**src/rtl/countdown_timer.sv**
```systemverilog
// MM:SS countdown timer with edge-detected set/start/clear requests and BCD digit outputs.
// Four-state control (IDLE, RUN, PAUSE, EXPIRED); one decrement every TICK_DIV clocks while running.
module countdown_timer #(
    parameter int unsigned TICK_DIV = 100000000
) (
    input  logic       CLK100MHZ,
    input  logic       RESET_BTN,
    input  logic       START_STOP,
    input  logic       CLEAR,
    input  logic       INC_MIN,
    input  logic       INC_SEC,
    output logic [3:0] mins2,
    output logic [3:0] mins1,
    output logic [3:0] secs2,
    output logic [3:0] secs1,
    output logic       RUNNING,
    output logic       DONE
);

    localparam int unsigned       TICK_W    = (TICK_DIV > 1) ? $clog2(TICK_DIV) : 1;
    localparam logic [TICK_W-1:0] TICK_LAST = TICK_W'(TICK_DIV - 1);

    typedef enum logic [1:0] {
        S_IDLE,
        S_RUN,
        S_PAUSE,
        S_EXPIRED
    } state_t;

    // Step a two-digit BCD value through 00..59, wrapping to 00.
    function automatic logic [7:0] inc_bcd60(input logic [7:0] v);
        logic [3:0] tens;
        logic [3:0] ones;
        tens = v[7:4];
        ones = v[3:0];
        if (ones >= 4'd9) begin
            ones = 4'd0;
            tens = (tens >= 4'd5) ? 4'd0 : tens + 4'd1;
        end else begin
            ones = ones + 4'd1;
        end
        return {tens, ones};
    endfunction

    // One-second decrement of MM:SS with BCD borrows; callers never pass 00:00.
    function automatic logic [15:0] dec_time(input logic [15:0] t);
        logic [3:0] m2;
        logic [3:0] m1;
        logic [3:0] s2;
        logic [3:0] s1;
        {m2, m1, s2, s1} = t;
        if (s1 != 4'd0) begin
            s1 = s1 - 4'd1;
        end else begin
            s1 = 4'd9;
            if (s2 != 4'd0) begin
                s2 = s2 - 4'd1;
            end else begin
                s2 = 4'd5;
                if (m1 != 4'd0) begin
                    m1 = m1 - 4'd1;
                end else begin
                    m1 = 4'd9;
                    m2 = (m2 != 4'd0) ? m2 - 4'd1 : 4'd0;
                end
            end
        end
        return {m2, m1, s2, s1};
    endfunction

    state_t            r_state;
    logic [TICK_W-1:0] r_tick;
    logic [3:0]        r_mins2;
    logic [3:0]        r_mins1;
    logic [3:0]        r_secs2;
    logic [3:0]        r_secs1;
    logic              r_running;
    logic              r_done;
    logic              r_ss_q;
    logic              r_clr_q;
    logic              r_min_q;
    logic              r_sec_q;

    logic              w_ss_edge;
    logic              w_clr_edge;
    logic              w_min_edge;
    logic              w_sec_edge;
    logic [15:0]       w_time;
    logic [15:0]       w_time_dec;
    logic [7:0]        w_min_inc;
    logic [7:0]        w_sec_inc;
    logic              w_tick_last;

    assign w_ss_edge   = START_STOP & ~r_ss_q;
    assign w_clr_edge  = CLEAR      & ~r_clr_q;
    assign w_min_edge  = INC_MIN    & ~r_min_q;
    assign w_sec_edge  = INC_SEC    & ~r_sec_q;

    assign w_time      = {r_mins2, r_mins1, r_secs2, r_secs1};
    assign w_time_dec  = dec_time(w_time);
    assign w_min_inc   = inc_bcd60({r_mins2, r_mins1});
    assign w_sec_inc   = inc_bcd60({r_secs2, r_secs1});
    assign w_tick_last = (r_tick == TICK_LAST);

    always_ff @(posedge CLK100MHZ or negedge RESET_BTN) begin
        if (!RESET_BTN) begin
            r_state   <= S_IDLE;
            r_tick    <= '0;
            r_mins2   <= 4'd0;
            r_mins1   <= 4'd0;
            r_secs2   <= 4'd0;
            r_secs1   <= 4'd0;
            r_running <= 1'b0;
            r_done    <= 1'b0;
            r_ss_q    <= 1'b0;
            r_clr_q   <= 1'b0;
            r_min_q   <= 1'b0;
            r_sec_q   <= 1'b0;
        end else begin
            r_ss_q  <= START_STOP;
            r_clr_q <= CLEAR;
            r_min_q <= INC_MIN;
            r_sec_q <= INC_SEC;

            if (w_clr_edge) begin
                r_state   <= S_IDLE;
                r_tick    <= '0;
                r_mins2   <= 4'd0;
                r_mins1   <= 4'd0;
                r_secs2   <= 4'd0;
                r_secs1   <= 4'd0;
                r_running <= 1'b0;
                r_done    <= 1'b0;
            end else begin
                case (r_state)
                    S_IDLE: begin
                        r_tick <= '0;
                        if (w_min_edge) begin
                            {r_mins2, r_mins1} <= w_min_inc;
                        end
                        if (w_sec_edge) begin
                            {r_secs2, r_secs1} <= w_sec_inc;
                        end
                        if (w_ss_edge && (w_time != 16'h0000)) begin
                            r_state   <= S_RUN;
                            r_running <= 1'b1;
                        end
                    end

                    S_RUN: begin
                        // A terminal tick always decrements, even when a pause arrives with it.
                        if (w_tick_last) begin
                            r_tick <= '0;
                            {r_mins2, r_mins1, r_secs2, r_secs1} <= w_time_dec;
                            if (w_time_dec == 16'h0000) begin
                                r_state   <= S_EXPIRED;
                                r_running <= 1'b0;
                                r_done    <= 1'b1;
                            end else if (w_ss_edge) begin
                                r_state   <= S_PAUSE;
                                r_running <= 1'b0;
                            end
                        end else if (w_ss_edge) begin
                            r_state   <= S_PAUSE;
                            r_running <= 1'b0;
                        end else begin
                            r_tick <= r_tick + TICK_W'(1);
                        end
                    end

                    S_PAUSE: begin
                        if (w_ss_edge) begin
                            r_state   <= S_RUN;
                            r_running <= 1'b1;
                        end
                    end

                    S_EXPIRED: begin
                        r_tick  <= '0;
                        r_mins2 <= 4'd0;
                        r_mins1 <= 4'd0;
                        r_secs2 <= 4'd0;
                        r_secs1 <= 4'd0;
                        if (w_ss_edge) begin
                            r_state <= S_IDLE;
                            r_done  <= 1'b0;
                        end
                    end

                    default: begin
                        r_state   <= S_IDLE;
                        r_tick    <= '0;
                        r_running <= 1'b0;
                        r_done    <= 1'b0;
                    end
                endcase
            end
        end
    end

    assign mins2   = r_mins2;
    assign mins1   = r_mins1;
    assign secs2   = r_secs2;
    assign secs1   = r_secs1;
    assign RUNNING = r_running;
    assign DONE    = r_done;

endmodule

```
**config.mk**
```make
export PLATFORM = sky130hd
export DESIGN_NAME = countdown_timer
export DESIGN_NICKNAME = d
export VERILOG_FILES = /design/src/rtl/countdown_timer.sv
export SDC_FILE = /design/constraint.sdc
export NUM_CORES = 1
export LEC_CHECK = 0
export BUFFER_PORTS_ARGS = -buffer_cell sky130_fd_sc_hd__buf_2
export CELL_PAD_IN_SITES_DETAIL_PLACEMENT = 0
export CELL_PAD_IN_SITES_GLOBAL_PLACEMENT = 1
export CORE_MARGIN = 2
export CORE_UTILIZATION = 27
export CTS_CLUSTER_SIZE = 10
export DETAILED_ROUTE_END_ITERATION = 16
export PLACE_DENSITY = 0.61
export SKIP_LAST_GASP = 1
export SLEW_MARGIN = 30
export SYNTH_ARGS = -nofsm -noshare
export SYNTH_HDL_FRONTEND = slang
export SYNTH_SLANG_ARGS = --single-unit
```
**constraint.sdc**
```tcl
create_clock -name CLK100MHZ -period 5.7 [get_ports CLK100MHZ]
set_input_delay 1.71 -clock CLK100MHZ [delete_from_list [all_inputs] [get_ports CLK100MHZ]]
set_output_delay 1.71 -clock CLK100MHZ [all_outputs]
set_load 0.02 [all_outputs]
```
==> results of run 1 <==
[per-layer routing]
layer,GRT usage [%],vias up
li1,-,1703
met1,20.56,1705
met2,24.73,44
met3,2.260,9
met4,3.480,0
met5,0,-
[power groups by stage]
stage | combinational [mW] | sequential, mW | clock (mW)
6_report | 1.07 | 0.549 | 0.362
3_5_place_dp | 1.07 | 0.553 | 0
4_1_cts | 1.07 | 0.547 | 0.374
2_1_floorplan | 0.771 | 0.555 | 0
5_1_grt | 1.19 | 0.568 | 0.388
3_3_place_gp | 1.06 | 0.550 | 0
[path summary, 6_finish.rpt]
path                       startpoint          to  slack (ns)
max                             CLEAR  r_tick[22]        2.02
min in group asynchronous   RESET_BTN    mins2[1]        1.54
min reg2reg                r_tick[26]  r_tick[26]        0.50
min                        r_tick[26]  r_tick[26]        0.50
max reg2reg                r_state[1]   r_tick[1]        2.68
max in group asynchronous   RESET_BTN  r_tick[24]        3.70
[through the flow]
step / setup WS (ns) / instances / hold WS [ns] / util, %
floorplan: 2.543 / 452 / 0.4448 / -
global placement: 1.822 / 635 / 0.4831 / 29.48
CTS: 2.028 / 643 / 0.5043 / 30.73
finish: 2.023 / 643 / 0.5036 / 30.73
global route: 1.803 / 643 / 0.5255 / 30.73
detailed placement: 1.720 / 635 / 0.4886 / 29.48
[cell type report]
cell class              count  share of cell area [%]
repair buffers             29                   3.741
clock inverters             2                  0.8182
clock buffers               6                   3.244
multi-input cells         353                   55.20
flip-flops and latches     51                   29.81
well taps                 180                   5.260
inverters                  22                   1.929
[kinds of logic (layout without fill, tap and decap cells)]
logic type	Yosys count	count (layout)	share of synthesized area (%)
mux	17	17	4.511
compound gates	130	130	23.14
buf+inv	48	59	5.712
xor+xnor	2	2	0.4545
flops	51	51	33.11
fa+ha+maj	17	17	5.518
simple gates	187	187	27.56
[registers in the layout, summed over array words and instances (netlist names), 2 cells and up]
name and cells:
r_tick 27, mins1 4, mins2 4, secs1 4, secs2 4, r_state 2
[Yosys cell counts (5+ instances only)]
cell and number:
nor3_1 11, dfrtp_1 51, nor2_1 44, nand3_1 24, a22o_1 12, clkbuf_1 16
ha_1 17, buf_2 6, a31oi_1 10, o21ai_0 26, o31ai_1 6, nand2_1 40
and3_1 8, a21oi_1 27, inv_1 21, nand2b_1 5, mux2i_1 14, a22oi_1 8
nand4_1 11
[worst max-delay path: stages]
cell and delay, ns:
buf_2 0.11, nand2b_1 0.64, nand2_1 0.52, nor3_2 0.27, buf_4 0.29, nand4_1 0.15, mux2i_1 0.17
==> flow_summary.json, run 1 <==
{
  "outcome": "completed",
  "area_growth_syn_to_layout_pct": 11.07,
  "critPathKind": "in2reg",
  "synth.cell_area_um2": 3855,
  "tritoncts_clock_tree": "yes",
  "hold_viol_final": 0,
  "most_frequent_standard_cell_in_the_layout_excluding_fill_and_tap_cells": "dfrtp_1",
  "die_area_um2": 15250,
  "fin_skew_ns": 0.007760,
  "antenna_violating_nets_post_route": 0,
  "yosysUniqueCellTypes": 85,
  "number_of_global_route_vias_before_repair": 3429,
  "synthesis.yosys.warnings": 0,
  "synth_flop_cell": "dfrtp_1",
  "wl_met3_um": 271,
  "antenna_found_initial": 0,
  "place.port_buffers": 23,
  "power_density_nw_per_um2": 462.1,
  "p_comb_share_pct": 53.9,
  "drcViolationCount": 0,
  "pin_count_of_the_biggest_net_entering_global_routing": 52,
  "first_pass_iters": 4,
  "finalSetupViolations": 0,
  "worst_case_clock_buffer_depth": 2,
  "cp-start-kind": "primary input",
  "cts_root_buf": "clkbuf_16",
  "fin_crit_ns": 3.677,
  "htree_num_levels": 2,
  "final_min_period_over_clock_period_pct": 64.52,
  "cts-resized-gates": 0,
  "synth_top_area_share_pct": 33.11,
  "cp.arrival_ns": 3.90,
  "min_path_type": "reg2reg",
  "maxCapViolations": 0,
  "final_layout_size_suffix_gt1_share_pct": 14.04,
  "multi_input_comb_area_um2": 2364,
  "share_clk_of_total_power_pct": 18.3,
  "synth_seq_area_share_pct": 33.11,
  "synth_area_leaders": "dfrtp_1 (33%), ha_1 (5.5%), nor2_1 (4.3%)",
  "total_power_mw": 1.979,
  "max-vdd-ir-drop_mv": 0.1597,
  "timing.critical_path.fanout_max": 22,
  "post-cts-setup-buffer-count": 0,
  "routed-wl-met2_um": 5173,
  "ys_async_sr_fraction_pct": 100.0,
  "synthCells": 452,
  "clk-insertion-delay-late_ns": 0.30,
  "mappedNetlistNets": 475,
  "fmax_mhz": 271.9,
  "seq_area_um2": 1276,
  "floorplan.die.width_um": 123.5,
  "grt_first_pass_wirelength_um": 18170,
  "routed.top_layer": "met4",
  "routed_wire_length_per_instance_um": 16.88,
  "row_count": 43,
  "post_drt_via_cell_ratio": 5.383,
  "fp.dieH_um": 123.5,
  "ios": 24,
  "power.sequential.fraction_pct": 27.7,
  "timing.slew.headroom_pct": 38.99,
  "timing.critical_path.required_ns": 5.92,
  "internal_power_mw": 1.040,
  "dpl-instance-area_um2": 4108,
  "instance_count_along_the_most_critical_hold_path": 1,
  "synth.ff_latch_count": 51,
  "unrepaired_setup_endpoints_after_global_routing": "false",
  "cts_inserted_buffers": 5,
  "globalRoute.totalOverflow": 0,
  "timing.critical_path.to_type": "flip-flop",
  "violation_count_after_the_first_detailed_routing_iteration": 242,
  "detail_route.wirelength_um": 10860,
  "swShare_pct": 47.45,
  "timing_max_transition_violations_final": 0,
  "area_of_the_placeable_core_um2": 13930,
  "r2r_cells": 6,
  "hpwl_um": 7619,
  "tightestPinTransition_ns": 0.9152,
  "fin_setup_tns_ns": 0,
  "cts.reportedPaths.clkPinSlew_ns": 0.07,
  "synth_enable_flop_cells": 0,
  "numClockSinks": 51,
  "final_net_count": 485,
  "fillerInstances": 1493,
  "p_sw_uw": 938.8,
  "m1WireLength_um": 5309,
  "final_design_instance_area_without_fill_um2": 4282,
  "global_route.usage.total_pct": 14.97,
  "post_synth.cell_area_avg_um2": 8.529,
  "initial_utilization_pct": 27.66,
  "routabilityCongestion": 0.7810,
  "most-common-layout-cells": "dfrtp_1 (51), nor2_1 (44), nand2_1 (40)",
  "synth_area_leader_cell": "dfrtp_1",
  "cellLeakagePower_nw": 1.796,
  "cts_hold_buf": 0,
  "dr_total_vias": 3461,
  "n_antenna_cell": 0
}
Power figures use the tool's default switching activity.
==> inputs of run 2 (changes only) <==
==> constraint.sdc (replaced) <==
create_clock -name CLK100MHZ -period 3.75 [get_ports CLK100MHZ]
set_input_delay 1.125 -clock CLK100MHZ [delete_from_list [all_inputs] [get_ports CLK100MHZ]]
set_output_delay 1.125 -clock CLK100MHZ [all_outputs]
set_load 0.02 [all_outputs]
==> flow_summary.json, run 2 (synthesized netlist as in run 1, its figures left out) <==
{
  "outcome": "completed",
  "max-vdd-ir-drop_mv": 0.2032,
  "largest_reg_flops": 27,
  "fmax_mhz": 351.1,
  "crit_path_end": "DONE",
  "cts_inserted_buffers": 5,
  "tightestPinTransition_ns": 0.7689,
  "fin_crit_ns": 2.848,
  "tritoncts_clock_tree": "yes",
  "first_pass_iters": 4,
  "row_count": 43,
  "timing.critical_path.to_type": "flip-flop",
  "area_growth_syn_to_layout_pct": 11.78,
  "maxCapViolations": 0,
  "fillerInstances": 1479,
  "initial_utilization_pct": 27.66,
  "critPathKind": "reg2reg",
  "final_min_period_over_clock_period_pct": 75.94,
  "fin_skew_ns": 0.006974,
  "timing.critical_path.fanout_max": 8,
  "cts-resized-gates": 0,
  "hpwl_um": 7865,
  "wl_met3_um": 316,
  "ios": 24,
  "routed.top_layer": "met4",
  "worst-r2r-setup-slack_ns": 0.90,
  "regMostFlops": "r_tick",
  "antenna_violating_nets_post_route": 0,
  "r2r_cells": 8,
  "post-cts-setup-buffer-count": 0,
  "pin_count_of_the_biggest_net_entering_global_routing": 27,
  "startpoint": "secs1[0]",
  "pre_cts_ws_ns": 0.9223,
  "antenna_found_initial": 0,
  "cellLeakagePower_nw": 1.810,
  "hold_viol_final": 0,
  "finalSetupViolations": 0,
  "clk-insertion-delay-late_ns": 0.29,
  "seq_area_um2": 1276,
  "grt_first_pass_wirelength_um": 17930,
  "violation_count_after_the_first_detailed_routing_iteration": 303,
  "cp.arrival_ns": 3.07,
  "area_of_the_placeable_core_um2": 13930,
  "most-common-layout-cells": "dfrtp_1 (51), nor2_1 (44), nand2_1 (40)",
  "fin_setup_tns_ns": 0,
  "cts.reportedPaths.clkPinSlew_ns": 0.07,
  "total_power_mw": 2.985,
  "timing.slew.headroom_pct": 48.27,
  "most_frequent_standard_cell_in_the_layout_excluding_fill_and_tap_cells": "dfrtp_1",
  "htree_num_levels": 2,
  "worst_case_clock_buffer_depth": 2,
  "globalRoute.totalOverflow": 0,
  "r2r_start": "secs1[0]",
  "fp.dieH_um": 123.5,
  "min_path_type": "reg2reg",
  "r2r_end": "DONE",
  "post_drt_via_cell_ratio": 5.339,
  "multi_input_comb_area_um2": 2364,
  "global_route.usage.total_pct": 14.98,
  "number_of_global_route_vias_before_repair": 3450,
  "die_area_um2": 15250,
  "cp-start-kind": "flip-flop",
  "drcViolationCount": 0,
  "m1WireLength_um": 5123,
  "unrepaired_setup_endpoints_after_global_routing": "false",
  "numClockSinks": 51,
  "detail_route.wirelength_um": 10880,
  "final_net_count": 489,
  "cts_hold_buf": 0,
  "timing.final.ws_setup_ns": 0.9022,
  "timing_max_transition_violations_final": 0,
  "n_antenna_cell": 0,
  "place.port_buffers": 23,
  "dr_total_vias": 3449,
  "routed_wire_length_per_instance_um": 16.84,
  "power_density_nw_per_um2": 692.7,
  "cts_root_buf": "clkbuf_16",
  "final_layout_size_suffix_gt1_share_pct": 14.38,
  "floorplan.die.width_um": 123.5,
  "timing.critical_path.required_ns": 3.97,
  "routed-wl-met2_um": 5370,
  "routabilityCongestion": 0.8507
}
==> run 2: changes by cell type in the layout (fill, tap and decap cells not counted), sizes merged <==
cell	delta
clkinv	-1
buf	+4
==> run 2: per-layer routing <==
layer | up-vias | GRT usage [%]
met5 | - | 0
met4 | 0 | 2.770
met3 | 5 | 2.537
met2 | 40 | 26.48
met1 | 1691 | 19.24
li1 | 1713 | -
==> run 2: power by group <==
| group | total (mW) | switching (mW) | internal (mW) |
|---|---|---|---|
| Combinational | 1.63 | 1.01 | 0.622 |
| Sequential | 0.822 | 0.181 | 0.640 |
| Clock | 0.530 | 0.217 | 0.313 |
| Total | 2.98 | 1.41 | 1.57 |
==> run 2: area by class of cell <==
cell class              instances  share of cell area [%]
multi-input cells             353                   54.85
flip-flops and latches         51                   29.62
inverters                      22                   1.916
clock buffers                   6                   2.991
repair buffers                 33                   4.704
well taps                     180                   5.226
clock inverters                 1                  0.6969
==> run 2: critical path: stages, from the launching register on <==
cell and delay [ns]:
dfrtp_1 0.46, inv_1 0.10, ha_1 0.31, or3b_1 0.49
nor4_1 0.22, mux2_2 0.38, or2_2 0.31, nor3_2 0.26
mux2i_1 0.22
==> run 2: worst min-delay path by stage <==
stage	endpoint	depth (start not counted)	from	slack [ns]
after global placement	r_tick[22]	1	r_tick[22]	0.48
final	r_tick[22]	1	r_tick[22]	0.49
after global routing	r_tick[26]	1	r_tick[26]	0.52
after CTS	r_tick[22]	1	r_tick[22]	0.49
after floorplan	r_tick[26]	1	r_tick[26]	0.44
after detailed placement	r_tick[22]	1	r_tick[22]	0.48
==> run 2: stage by stage <==
step | hold slack, ns | cells | util (%) | cell area [um^2]
detailed placement | 0.4831 | 639 | 29.78 | 4150
finish | 0.4931 | 646 | 30.92 | 4309
global placement | 0.4798 | 639 | 29.78 | 4150
floorplan | 0.4448 | 452 | - | 3855
CTS | 0.4931 | 646 | 30.92 | 4309
global route | 0.5179 | 646 | 30.92 | 4309
